**src/rtl/matrix_elementwise_unit.sv**
```systemverilog
// matrix_elementwise_unit
//   Captures two NxN matrices of W-bit unsigned elements on a start pulse and
//   streams the element-wise result (wrap/saturating add/sub) in row-major
//   order, LANES elements per beat, over a valid/ready port.
// Ports:
//   clk, rst_n          clock (rising edge), asynchronous active-low reset
//   start, mode         launch request (honoured in IDLE) and op select:
//                       00 wrap add, 01 wrap sub, 10 sat add, 11 sat sub
//   a_flat, b_flat      operands, element [i][j] at bits [(i*N+j)*W +: W]
//   busy                high while a result stream is in flight (RUN/DONE)
//   out_valid/out_ready beat handshake; out_idx is the index of lane 0,
//   out_data            lane k (element out_idx+k) at bits [k*W +: W]
//   overflow            sticky per operation: some lane wrapped or clamped
//   done                one-cycle pulse after the final beat is accepted
module matrix_elementwise_unit #(
  parameter int N     = 3,
  parameter int W     = 8,
  parameter int LANES = 1
) (
  input  logic                                       clk,
  input  logic                                       rst_n,
  input  logic                                       start,
  input  logic [1:0]                                 mode,
  input  logic [N*N*W-1:0]                           a_flat,
  input  logic [N*N*W-1:0]                           b_flat,
  output logic                                       busy,
  output logic                                       out_valid,
  input  logic                                       out_ready,
  output logic [((N*N > 1) ? $clog2(N*N) : 1)-1:0]   out_idx,
  output logic [LANES*W-1:0]                         out_data,
  output logic                                       overflow,
  output logic                                       done
);

  localparam int NE   = N * N;
  localparam int IDXW = (NE > 1) ? $clog2(NE) : 1;

  if ((NE % LANES) != 0) begin : g_lanes_check
    $error("matrix_elementwise_unit: LANES must divide N*N");
  end

  typedef enum logic [1:0] {IDLE, RUN, DONE} state_t;

  state_t              state_reg, state_next;
  logic [NE*W-1:0]     a_reg, b_reg;
  logic [1:0]          mode_reg;
  logic [IDXW-1:0]     idx_reg;
  logic [LANES*W-1:0]  data_reg;
  logic                valid_reg;
  logic                ovf_reg;

  logic                idle;
  logic                launch;
  logic                accept;
  logic                last_beat;
  logic [NE*W-1:0]     a_src, b_src;
  logic [1:0]          mode_src;
  logic [IDXW-1:0]     next_idx;
  logic [LANES*W-1:0]  beat_data;
  logic [LANES-1:0]    beat_flag;

  assign idle      = (state_reg == IDLE);
  assign launch    = idle && start;
  assign accept    = (state_reg == RUN) && valid_reg && out_ready;
  assign last_beat = (idx_reg == IDXW'(NE - LANES));

  // Beat 0 is registered on the same edge the operands are captured, so in
  // IDLE the lanes read the live inputs instead of the (not yet loaded) copy.
  assign a_src    = idle ? a_flat : a_reg;
  assign b_src    = idle ? b_flat : b_reg;
  assign mode_src = idle ? mode   : mode_reg;
  assign next_idx = idle ? '0 : idx_reg + IDXW'(LANES);

  // One arithmetic lane per output element of the next beat.
  for (genvar gi = 0; gi < LANES; gi++) begin : g_lane
    logic [IDXW:0] pos;
    logic [W-1:0]  ea, eb, res;
    logic [W:0]    sum, diff;
    logic          flag;

    assign pos = {1'b0, next_idx} + (IDXW + 1)'(gi);

    always_comb begin
      ea = '0;
      eb = '0;
      for (int e = 0; e < NE; e++) begin
        if (pos == (IDXW + 1)'(e)) begin
          ea = a_src[e*W +: W];
          eb = b_src[e*W +: W];
        end
      end
    end

    // Bit W of sum is the carry-out; bit W of diff is the borrow (A < B).
    assign sum  = {1'b0, ea} + {1'b0, eb};
    assign diff = {1'b0, ea} - {1'b0, eb};

    always_comb begin
      res  = sum[W-1:0];
      flag = sum[W];
      case (mode_src)
        2'b00: begin res = sum[W-1:0];                    flag = sum[W];  end
        2'b01: begin res = diff[W-1:0];                   flag = diff[W]; end
        2'b10: begin res = sum[W]  ? '1 : sum[W-1:0];     flag = sum[W];  end
        default: begin res = diff[W] ? '0 : diff[W-1:0];  flag = diff[W]; end
      endcase
    end

    assign beat_data[gi*W +: W] = res;
    assign beat_flag[gi]        = flag;
  end

  always_ff @(posedge clk or negedge rst_n) begin
    if (!rst_n) state_reg <= IDLE;
    else        state_reg <= state_next;
  end

  always_comb begin
    state_next = state_reg;
    case (state_reg)
      IDLE:    if (start) state_next = RUN;
      RUN:     if (accept && last_beat) state_next = DONE;
      DONE:    state_next = IDLE;
      default: state_next = IDLE;
    endcase
  end

  always_ff @(posedge clk or negedge rst_n) begin
    if (!rst_n) begin
      a_reg     <= '0;
      b_reg     <= '0;
      mode_reg  <= '0;
      idx_reg   <= '0;
      data_reg  <= '0;
      valid_reg <= 1'b0;
      ovf_reg   <= 1'b0;
    end else if (launch) begin
      a_reg     <= a_flat;
      b_reg     <= b_flat;
      mode_reg  <= mode;
      idx_reg   <= '0;
      data_reg  <= beat_data;
      valid_reg <= 1'b1;
      ovf_reg   <= |beat_flag;
    end else if (accept) begin
      if (last_beat) begin
        valid_reg <= 1'b0;
      end else begin
        idx_reg  <= next_idx;
        data_reg <= beat_data;
        ovf_reg  <= ovf_reg | (|beat_flag);
      end
    end
  end

  assign busy      = (state_reg != IDLE);
  assign done      = (state_reg == DONE);
  assign out_valid = valid_reg;
  assign out_idx   = idx_reg;
  assign out_data  = data_reg;
  assign overflow  = ovf_reg;

endmodule
```
**config.mk**
```make
export PLATFORM = sky130hd
export DESIGN_NAME = matrix_elementwise_unit
export DESIGN_NICKNAME = d
export VERILOG_FILES = /design/src/rtl/matrix_elementwise_unit.sv
export SDC_FILE = /design/constraint.sdc
export NUM_CORES = 1
export LEC_CHECK = 0
export ABC_AREA = 1
export CAP_MARGIN = 20
export CORE_MARGIN = 1.5
export CORE_UTILIZATION = 39
export DETAILED_ROUTE_END_ITERATION = 6
export PLACE_DENSITY_LB_ADDON = 0.05
export REMOVE_ABC_BUFFERS = 1
export SLEW_MARGIN = 20
export SYNTH_ARGS = -nofsm -noshare
export SYNTH_HDL_FRONTEND = slang
export SYNTH_SLANG_ARGS = --single-unit
export TNS_END_PERCENT = 10
```
**constraint.sdc**
```tcl
create_clock -name clk -period 5.7 [get_ports clk]
set_input_delay 1.71 -clock clk [delete_from_list [all_inputs] [get_ports clk]]
set_output_delay 1.71 -clock clk [all_outputs]
set_load 0.02 [all_outputs]
```
==> impl_metrics.csv <==
group,metric,value,unit
grt,grt_pass1_vias,8790,
clock_network,cts_tree,"built",
clock_network,clk_pin_slew,0.07,ns
drt,vias_per_cell,5.00,
critical_path,path_buf_inv,2,
critical_path,start_kind,"primary input",
critical_path,critPathRequiredTime,6.06,ns
timing,maxSlewViolCount,0,
grt,use_met3,3.23,%
timing,final_hold_viol_count,0,
drt,routed_wl,29.8,mm
clock_network,post_cts_buffers,0,
cells_and_area,layout-drive-gt1-share,4.67,%
grt,grt.met2_usage,35.8,%
placed_design,dpl.hpwl,21.2,mm
synthesis,synth.ff_latch_count,162,
drt,post-route-drc-count,0,
floorplanning,ios,166,
cells_and_area,syn2layout_area_growth,24.7,%
clock_network,clkLatencyLatePin,0.44,ns
timing,period_share,80.6,%
floorplanning,die_w,163,um
cells_and_area,antennaDiodeCount,0,
timing,setup_ws,1.10,ns
synthesis,synth.distinct_cells,37,
synthesis,synth_cells,1438,
outcome,status,"finished, final reports clean",
power,p_per_area,204,mW/mm^2
power,leakagePower,5.85,nW
critical_path,critPathMaxFanout,6,
drt,first_iter_violations,887,
clock_network,cts_hold_buf,0,
floorplanning,row_count,58,
placed_design,portBuffers,165,
clock_network,cts_repair_resize_count,0,
grt,grt_busiest_layer,"met2",
clock_network,clock-root-buffer,"clkbuf_16",
timing,fmax,218,MHz
floorplanning,core,0.0251,mm^2
floorplanning,die_h,163,um
synthesis,synth_area_per_cell,6.92,um^2
timing,max_slew_margin,41.1,%
timing,tightest_slew,0.884,ns
drt,drtPass1Iterations,6,
timing,setup_viol,0,
floorplanning,dieArea,0.0265,mm^2
synthesis,ys_warn_count,0,
grt,grt_usage,23.4,%
power,ir_drop,0.189,mV
drt,wl_per_cell,15.7,um
cells_and_area,layout_common_cells,"nand2_1, o21ai_0, inv_1",
critical_path,crit_type,"in2reg",
cells_and_area,final_core_util,49.5,%
clock_network,h-tree-depth,4,
critical_path,max_stage_delay,0.48,ns
timing,min_period,4.60,ns
clock_network,cts_made_buffers,17,
drt,antenna_left,0,
critical_path,setup.worst_path.end_class,"flip-flop",
placed_design,gp_congestion,0.899,
grt,grt_max_degree,228,
critical_path,worstPathCellList,"clkdlybuf4s50_1, inv_1, o21ai_0, nand3_1, nand3_1, nor2_1, nand4_1, nor2_1, nor2_1, ha_1, fa_1, o21ai_0, nand2_1, nand2_1, nand4_1, nand2_1, nand2_1, o21ai_0, nor2_1, nor2_1",
cells_and_area,layout_commonest_cell,"nand2_1",
grt,grt_pass1_wl,48.0,mm
clock_network,cts_sinks,162,
grt,grt-ovfl-total,0,
synthesis,synth.cell_area,0.00996,mm^2
power,power.total,2.54,mW
timing,rsz0062_at_grt,"false",
critical_path,worst_path_most_repeated_cell,"nor2_1",
critical_path,slowest_stage,"fa_1",
cells_and_area,final_nets,1720,
clock_network,clockBufferDepth,2,
drt,vias,9460,
critical_path,crit_family,"simple AND/OR/NAND/NOR gates",
floorplanning,start_util,39.7,%
placed_design,pre_cts_slack,0.652,ns
critical_path,cp.arrival,4.95,ns
hold_path,min_path_type,"reg2reg",
grt,antenna_found_initial,0,
flow_run,cap_violations,0,
timing,skew,0.0184,ns
grt,grt_use_met1,35.1,%
synthesis,ys_seq_area_share,40.7,%
## power breakdown
group | internal (mW) | leakage (nW) | switching [mW] | total, mW
logic | 0.0992 | 3.32 | 0.0684 | 0.168
registers | 1.15 | 2.24 | 0 | 1.15
clock network | 0.686 | 0.300 | 0.536 | 1.22
total | 1.93 | 5.85 | 0.604 | 2.54
## final cells by class
cell class	instances	area (um^2)
Fill cell	2577	12700
Inverter	191	717
Clock buffer	19	453
Tap cell	330	413
Clock inverter	13	160
Timing Repair Buffer	178	1810
Sequential cell	162	4050
Multi-Input combinational cell	1000	4810
## synth_stat cells
cell	number	area (um^2)
ha_1	18	225
o31ai_1	2	15.0
nand4_1	44	275
xor2_1	5	43.8
o22a_1	1	8.76
nand3_1	41	205
xnor2_1	1	8.76
o21ai_0	255	1280
nor2_2	2	12.5
clkbuf_1	46	173
and2_1	1	6.26
nor3_4	1	16.3
o211ai_1	34	255
a31oi_1	3	18.8
o21bai_1	3	22.5
a21o_1	2	15.0
buf_1	3	11.3
fa_1	2	40.0
o21ai_2	2	17.5
nand2_1	391	1470
buf_4	4	30.0
o21ai_1	6	30.0
inv_2	12	45.0
nand3_2	2	20.0
a41oi_1	1	8.76
inv_1	179	672
dfrtp_1	162	4050
nand2_4	1	11.3
nor3_1	1	5.00
a22o_1	1	8.76
a21oi_1	51	255
nor2_1	120	450
buf_2	30	150
buf_6	2	22.5
nand2_2	2	12.5
nand3b_1	3	22.5
nor2_4	4	45.0
## cell families (layout without fill, tap and decap cells)
group                    count (synthesis)  after routing  share of synthesized area (%)
AND/OR/NAND/NOR                        613            613                           25.6
AO/OA/AOI/OAI                          361            361                           19.4
buffers and inverters                  276            401                           11.1
flip-flops                             162            162                           40.7
adder cells (fa/ha/maj)                 20             20                           2.66
XOR/XNOR                                 6              6                          0.528
## worst reg2reg max path: stages (launching register included)
cell and delay [ns]:
dfrtp_1 0.50, inv_2 0.11, ha_1 0.41, nand2_4 0.12, nor2_4 0.20, nand3_1 0.50, nor2_1 0.24, nor2_1 0.08
nand4_1 0.10, nand2_1 0.14, nand2_1 0.09, o21ai_1 0.06, ha_1 0.24, fa_1 0.48, o21ai_0 0.17, nand2_1 0.07
nand2_1 0.10, nand4_1 0.09, nand2_1 0.19, nand2_1 0.14, o21ai_0 0.18, nor2_1 0.07, nor2_1 0.08
## routing by layer
layer	up-vias	part of all wire, %
met2	255	44
met3	17	4.4
met5	-	0
met4	0	0.80
met1	4334	51
li1	4854	-
## path summary, 6_finish.rpt
kind,start,endpoint,slack (ns),depth (start not counted)
setup / recovery,b_flat[0],out_data[1],1.10,20
hold reg to reg,b_reg[63],b_reg[63],0.48,2
hold / removal,b_reg[63],b_reg[63],0.48,2
setup reg to reg,out_idx[0],out_data[1],1.26,22
max in group asynchronous,rst_n,a_reg[71],3.48,3
min in group asynchronous,rst_n,b_reg[14],1.17,1
## through the flow
stage | TNS, ns | hold slack, ns | cell area (um^2) | std cells
global placement | 0 | 0.461 | 11800 | 1860
floorplan | -242.06 | 0.448 | 9570 | 1353
detailed placement | 0 | 0.468 | 11800 | 1860
CTS | 0 | 0.485 | 12400 | 1892
global route | 0 | 0.500 | 12400 | 1893
finish | 0 | 0.481 | 12400 | 1893
(Power assumes the default switching activity.)
